<file path="src/rtl/bist_misr16_pkg.sv">
// BIST shared definitions: MISR width, feedback taps, seed, FSM states.
// Common to the pattern generator and the response compactor.
package bist_misr16_pkg;

  localparam int          BIST_W       = 16;
  localparam int          BIST_CNT_W   = 16;
  localparam logic [15:0] BIST_TAPMASK = 16'h8210;
  localparam logic [15:0] BIST_SEED    = 16'h0000;

  typedef enum logic [1:0] {
    ST_IDLE,
    ST_RUN,
    ST_DONE
  } bist_state_e;

  typedef logic [BIST_CNT_W-1:0] bist_cnt_t;

endpackage

</file>
<file path="src/rtl/bist_misr16_if.sv">
// Control/response bundle between a BIST controller and the MISR.
// master drives requests and responses; slave is the compactor.
interface bist_misr16_if
  import bist_misr16_pkg::*;
#(
  parameter int WIDTH = BIST_W
) ();

  logic             start;
  bist_cnt_t        pattern_count;
  logic [WIDTH-1:0] golden;
  logic [WIDTH-1:0] resp;
  logic             resp_valid;
  logic             busy;
  logic             done;
  logic [WIDTH-1:0] signature;
  logic             pass;

  modport master (
    output start,
    output pattern_count,
    output golden,
    output resp,
    output resp_valid,
    input  busy,
    input  done,
    input  signature,
    input  pass
  );

  modport slave (
    input  start,
    input  pattern_count,
    input  golden,
    input  resp,
    input  resp_valid,
    output busy,
    output done,
    output signature,
    output pass
  );

endinterface

</file>
<file path="src/rtl/bist_misr16_misr_step.sv">
// One MISR compaction step: rotate left, fold taps on the old MSB,
// then absorb the response word.
module misr_step #(
  parameter int               WIDTH   = 16,
  parameter logic [WIDTH-1:0] TAPMASK = 16'h8210
) (
  input  logic [WIDTH-1:0] sig,
  input  logic [WIDTH-1:0] resp,
  output logic [WIDTH-1:0] sig_next
);

  logic [WIDTH-1:0] rot;
  logic [WIDTH-1:0] fb;

  always_comb begin
    rot      = {sig[WIDTH-2:0], sig[WIDTH-1]};
    fb       = sig[WIDTH-1] ? TAPMASK : '0;
    sig_next = rot ^ fb ^ resp;
  end

endmodule

</file>
<file path="src/rtl/bist_misr16.sv">
// BIST response compactor: run-length counter and IDLE/RUN/DONE
// control around a 16-bit MISR, with golden signature compare.
module bist_misr16
  import bist_misr16_pkg::*;
#(
  parameter int               WIDTH   = BIST_W,
  parameter logic [WIDTH-1:0] TAPMASK = BIST_TAPMASK,
  parameter logic [WIDTH-1:0] SEED    = BIST_SEED
) (
  input  logic                clk,
  input  logic                rst,
  bist_misr16_if.slave        bus
);

  bist_state_e      state_q, state_d;
  logic [WIDTH-1:0] sig_q, sig_d;
  bist_cnt_t        rem_q, rem_d;
  logic [WIDTH-1:0] sig_nxt;

  misr_step #(
    .WIDTH   (WIDTH),
    .TAPMASK (TAPMASK)
  ) u_step (
    .sig      (sig_q),
    .resp     (bus.resp),
    .sig_next (sig_nxt)
  );

  always_comb begin
    state_d = state_q;
    sig_d   = sig_q;
    rem_d   = rem_q;
    unique case (state_q)
      ST_IDLE, ST_DONE: begin
        if (bus.start) begin
          sig_d   = SEED;
          rem_d   = bus.pattern_count;
          state_d = (bus.pattern_count == '0) ? ST_DONE : ST_RUN;
        end
      end
      ST_RUN: begin
        // start is deliberately ignored here; only valid responses advance
        if (bus.resp_valid) begin
          sig_d = sig_nxt;
          rem_d = rem_q - 1'b1;
          if (rem_q == bist_cnt_t'(1)) begin
            state_d = ST_DONE;
          end
        end
      end
      default: begin
        state_d = ST_IDLE;
      end
    endcase
  end

  always_ff @(posedge clk or posedge rst) begin
    if (rst) begin
      state_q <= ST_IDLE;
      sig_q   <= SEED;
      rem_q   <= '0;
    end else begin
      state_q <= state_d;
      sig_q   <= sig_d;
      rem_q   <= rem_d;
    end
  end

  always_comb begin
    bus.busy      = (state_q == ST_RUN);
    bus.done      = (state_q == ST_DONE);
    bus.signature = sig_q;
    bus.pass      = (state_q == ST_DONE) && (sig_q == bus.golden);
  end

endmodule

</file>
<file path="src/flat_wrapper.sv">
// flat-port wrapper written by rule: the top's interface ports become plain ports
module bist_misr16_flat import bist_misr16_pkg::*;
#(
  parameter int               WIDTH   = BIST_W,
  parameter logic [WIDTH-1:0] TAPMASK = BIST_TAPMASK,
  parameter logic [WIDTH-1:0] SEED    = BIST_SEED
)
  (clk, rst, bus_start, bus_pattern_count, bus_golden, bus_resp, bus_resp_valid, bus_busy, bus_done, bus_signature, bus_pass);
  bist_misr16_if #(.WIDTH(WIDTH)) bus_i ();
  input  logic clk;
  input  logic rst;
  input wire logic [$bits(bus_i.start)-1:0] bus_start;
  input wire logic [$bits(bus_i.pattern_count)-1:0] bus_pattern_count;
  input wire logic [$bits(bus_i.golden)-1:0] bus_golden;
  input wire logic [$bits(bus_i.resp)-1:0] bus_resp;
  input wire logic [$bits(bus_i.resp_valid)-1:0] bus_resp_valid;
  output wire logic [$bits(bus_i.busy)-1:0] bus_busy;
  output wire logic [$bits(bus_i.done)-1:0] bus_done;
  output wire logic [$bits(bus_i.signature)-1:0] bus_signature;
  output wire logic [$bits(bus_i.pass)-1:0] bus_pass;
  assign bus_i.start = bus_start;
  assign bus_i.pattern_count = bus_pattern_count;
  assign bus_i.golden = bus_golden;
  assign bus_i.resp = bus_resp;
  assign bus_i.resp_valid = bus_resp_valid;
  assign bus_busy = bus_i.busy;
  assign bus_done = bus_i.done;
  assign bus_signature = bus_i.signature;
  assign bus_pass = bus_i.pass;
  bist_misr16 #(.WIDTH(WIDTH), .TAPMASK(TAPMASK), .SEED(SEED)) u_core (.clk(clk), .rst(rst), .bus(bus_i));
endmodule
</file>
<file path="config.mk">
export PLATFORM = sky130hd
export DESIGN_NAME = bist_misr16_flat
export DESIGN_NICKNAME = d
export VERILOG_FILES = /design/src/rtl/bist_misr16_pkg.sv /design/src/rtl/bist_misr16_if.sv /design/src/rtl/bist_misr16_misr_step.sv /design/src/rtl/bist_misr16.sv /design/src/flat_wrapper.sv
export SDC_FILE = /design/constraint.sdc
export NUM_CORES = 1
export LEC_CHECK = 0
export CAP_MARGIN = 30
export CELL_PAD_IN_SITES_DETAIL_PLACEMENT = 1
export CELL_PAD_IN_SITES_GLOBAL_PLACEMENT = 1
export CORE_ASPECT_RATIO = 1.4
export CORE_MARGIN = 1.5
export CORE_UTILIZATION = 34
export CTS_CLUSTER_SIZE = 20
export DETAILED_ROUTE_END_ITERATION = 8
export PLACE_DENSITY_LB_ADDON = 0.1
export SETUP_SLACK_MARGIN = 0.15
export SLEW_MARGIN = 0
export SYNTH_ARGS = -nofsm -noshare
export SYNTH_HDL_FRONTEND = slang
export SYNTH_SLANG_ARGS = --single-unit
</file>
<file path="constraint.sdc">
create_clock -name clk -period 2.4 [get_ports clk]
set_input_delay 0.36 -clock clk [delete_from_list [all_inputs] [get_ports clk]]
set_output_delay 0.36 -clock clk [all_outputs]
set_load 0.005 [all_outputs]
</file>
==> impl_metrics.yaml <==
timing:
  skew_ns: 0.00398
  slew_violations: 0
  max_freq_ghz: 0.468
  rsz0062_at_grt: "false"
  worstMarginPinSlew_ns: 0.497
  period_share_pct: 89.0
  setup_violations: 0
  setup_tns_ns: 0
  period_minus_slack_ns: 2.14
  hold_viol: 0
  setup_ws_ns: 0.263
  slew_headroom_pct: 66.8
floorplan:
  fp.coreArea_mm2: 0.00613
  initial_core_util_pct: 34.9
  num_rows: 34
  die_w_um: 70.0
  dieArea_mm2: 0.00678
  pin_count: 71
  dieHeight_um: 96.8
power_and_ir_drop:
  p_leak_uw: 0.00123
  ir_worst_vdd_mv: 0.471
  power.density_mw_per_mm2: 1090
yosys:
  syn_avg_cell_area_um2: 8.91
  syn_inst: 240
  syn_area_mm2: 0.00214
  async_flop_share_pct: 100
  ys.flop_type: "dfrtp_1"
  ys_ff_latch: 34
  yosysSeqAreaShare_pct: 39.8
  synth_edf_count: 0
  syn_nets: 294
  synthTopCellsByArea: "dfrtp_1 (40%), xor2_1 (7.4%), xnor2_1 (6.6%)"
  yosysWarnings: 0
  synth_top_area_cell: "dfrtp_1"
  synth.top_cell.area_share_pct: 39.8
  yosysUniqueCellTypes: 41
clock_tree:
  htree_levels: 2
  cts-root-buf: "clkbuf_8"
  cts_sinks: 34
  hold_buffers: 0
  clk_path_buf_depth: 2
  clk_pin_slew_ns: 0.07
  clkLatencyLatePin_ns: 0.29
  post_cts_buffers: 0
  tritoncts: "done"
  cts_made_buffers: 5
routing:
  avgRoutedWirePerCell_um: 17.1
  num_vias: 2117
  routed_wl_um: 6700
  drtIter0Drc: 64
  drc: 0
  drtPass1Iterations: 4
  routed_via_density: 5.41
  ant_nets: 0
worst_setup_path:
  crit_arrival_ns: 2.31
  crit_path_end_kind: "register"
  ff2ff_setup_slack_ns: 0.26
  critPathRequiredTime_ns: 2.57
  cp-start-kind: "register"
  path_max_fanout: 8
  crit_type: "reg -> reg"
placement:
  post-place-ws_ns: -0.149
  io_buffers: 70
  gp_congestion: 0.839
  dp_cells: 384
  hpwl_um: 5230
global_routing:
  track_usage_pct: 20.7
  grt_pass1_vias: 2187
  grt_start_max_net_pins: 35
  grt_overflow: 0
  antenna_found_initial: 0
  grt_pass1_wl_um: 11000
run_status:
  status: "completed"
final_layout:
  fin_cells: 391
  syn_to_final_growth_pct: 44.2
  diodes: 0
  drive_gt1_share_pct: 10.3
  final_core_util_pct: 50.3
  nets: 373
run:
  cap_violations: 0
worst_hold_path:
  hp-class: "in -> async"
final cells by class:
type	count	area (um^2)
clock buffers	5	68.8
clock inverters	2	10.0
fillers	725	3040
inverters	8	30.0
multi-input cells	184	1220
flip-flops and latches	34	851
well taps	72	90.1
repair buffers	86	816
worst paths after layout:
path | to | depth (start not counted) | from
worst max-delay path | u_core.rem_q[15] | 4 | u_core.rem_q[7]
worst min-delay path | u_core.bus.signature[12] | 3 | rst
worst max register to register | u_core.rem_q[15] | 4 | u_core.rem_q[7]
worst min register to register | u_core.rem_q[10] | 1 | u_core.rem_q[10]
max in group asynchronous | u_core.bus.signature[4] | 3 | rst
min in group clk | u_core.rem_q[10] | 1 | u_core.rem_q[10]
layout by cell type (no fill, tap or decap), types with 3 or more instances in the layout:
master	n
a31oi_1	5
nor2_1	18
mux2i_1	3
nand2b_1	4
inv_1	8
a211oi_1	4
nor3_1	10
clkdlybuf4s50_1	69
nand2_1	19
o22a_1	5
xor2_1	18
dfrtp_1	34
buf_4	16
or4_1	3
nor4_1	10
xnor2_1	16
o31ai_1	9
a21oi_1	8
nand3_1	5
o21ai_0	16
clkbuf_8	5
power breakdown:
| part | total (uW) | leakage (uW) | internal [uW] | switching, uW |
|---|---|---|---|---|
| sequential | 1180 | 0.000408 | 837 | 340 |
| clock | 399 | 0.0000438 | 194 | 204 |
| combinational | 1790 | 0.000777 | 913 | 878 |
metrics by stage:
step | hold WS, ns | area (um^2) | power, uW
CTS | 0.495 | 3080 | 3420
global route | 0.543 | 3080 | 3660
global placement | 0.514 | 3000 | 2950
finish | 0.477 | 3080 | 3370
detailed placement | 0.537 | 3000 | 2990
floorplan | 0.490 | 2140 | 2160
critical path: stages (launching register included):
cell	delay (ns)
dfrtp_1	0.42
or4_1	0.71
a2111oi_2	0.56
and4_1	0.27
nor3_1	0.05
routing by layer:
metal | share of wire (%) | GRT usage [%] | wire length (um)
met5 | 0 | 0 | 0
met3 | 3.6 | 3.85 | 241
met1 | 41 | 23.8 | 2770
met2 | 53 | 37.6 | 3540
met4 | 2.3 | 7.54 | 157
Yosys cell counts, types with 2 or more instances:
cell type,number
nor2_1,18
a2bb2oi_1,2
o21ai_0,16
a21oi_1,9
xnor2_1,16
o31ai_1,9
dfrtp_1,34
a211oi_1,4
a31oi_1,5
o22a_1,5
mux2i_1,3
xor2_1,18
ha_1,2
inv_1,8
nand4_1,2
or4_1,3
and4_1,2
nor4_1,11
o21a_1,2
o211ai_1,2
nand2_1,19
nand3_1,5
clkbuf_1,13
nor3b_1,2
nand2b_1,4
nor3_1,11
what timing repair did:
action | CTS | global route
setup endpoints to repair | 1 | 1
pin swaps | 1 | 1
gates resized for setup | 3 | 2
endpoints found under the hold margin | 0 | 0
state kept, by name (all words and copies together), names as in the netlist:
name                  count
u_core.bus.signature     16
u_core.rem_q             16
u_core.state_q            2
cells by family (layout without fill, tap and decap cells):
group	count (synthesis)	count (layout)	synth area share [%]
and+or+nand+nor	83	83	20.1
xor gates and xnor gates	34	34	13.9
muxes	3	3	1.40
AOI/OAI and AO/OA	62	62	19.7
adders and majority gates	2	2	1.17
buffers and inverters	22	101	3.92
DFF	34	34	39.8
(Power assumes the default switching activity.)
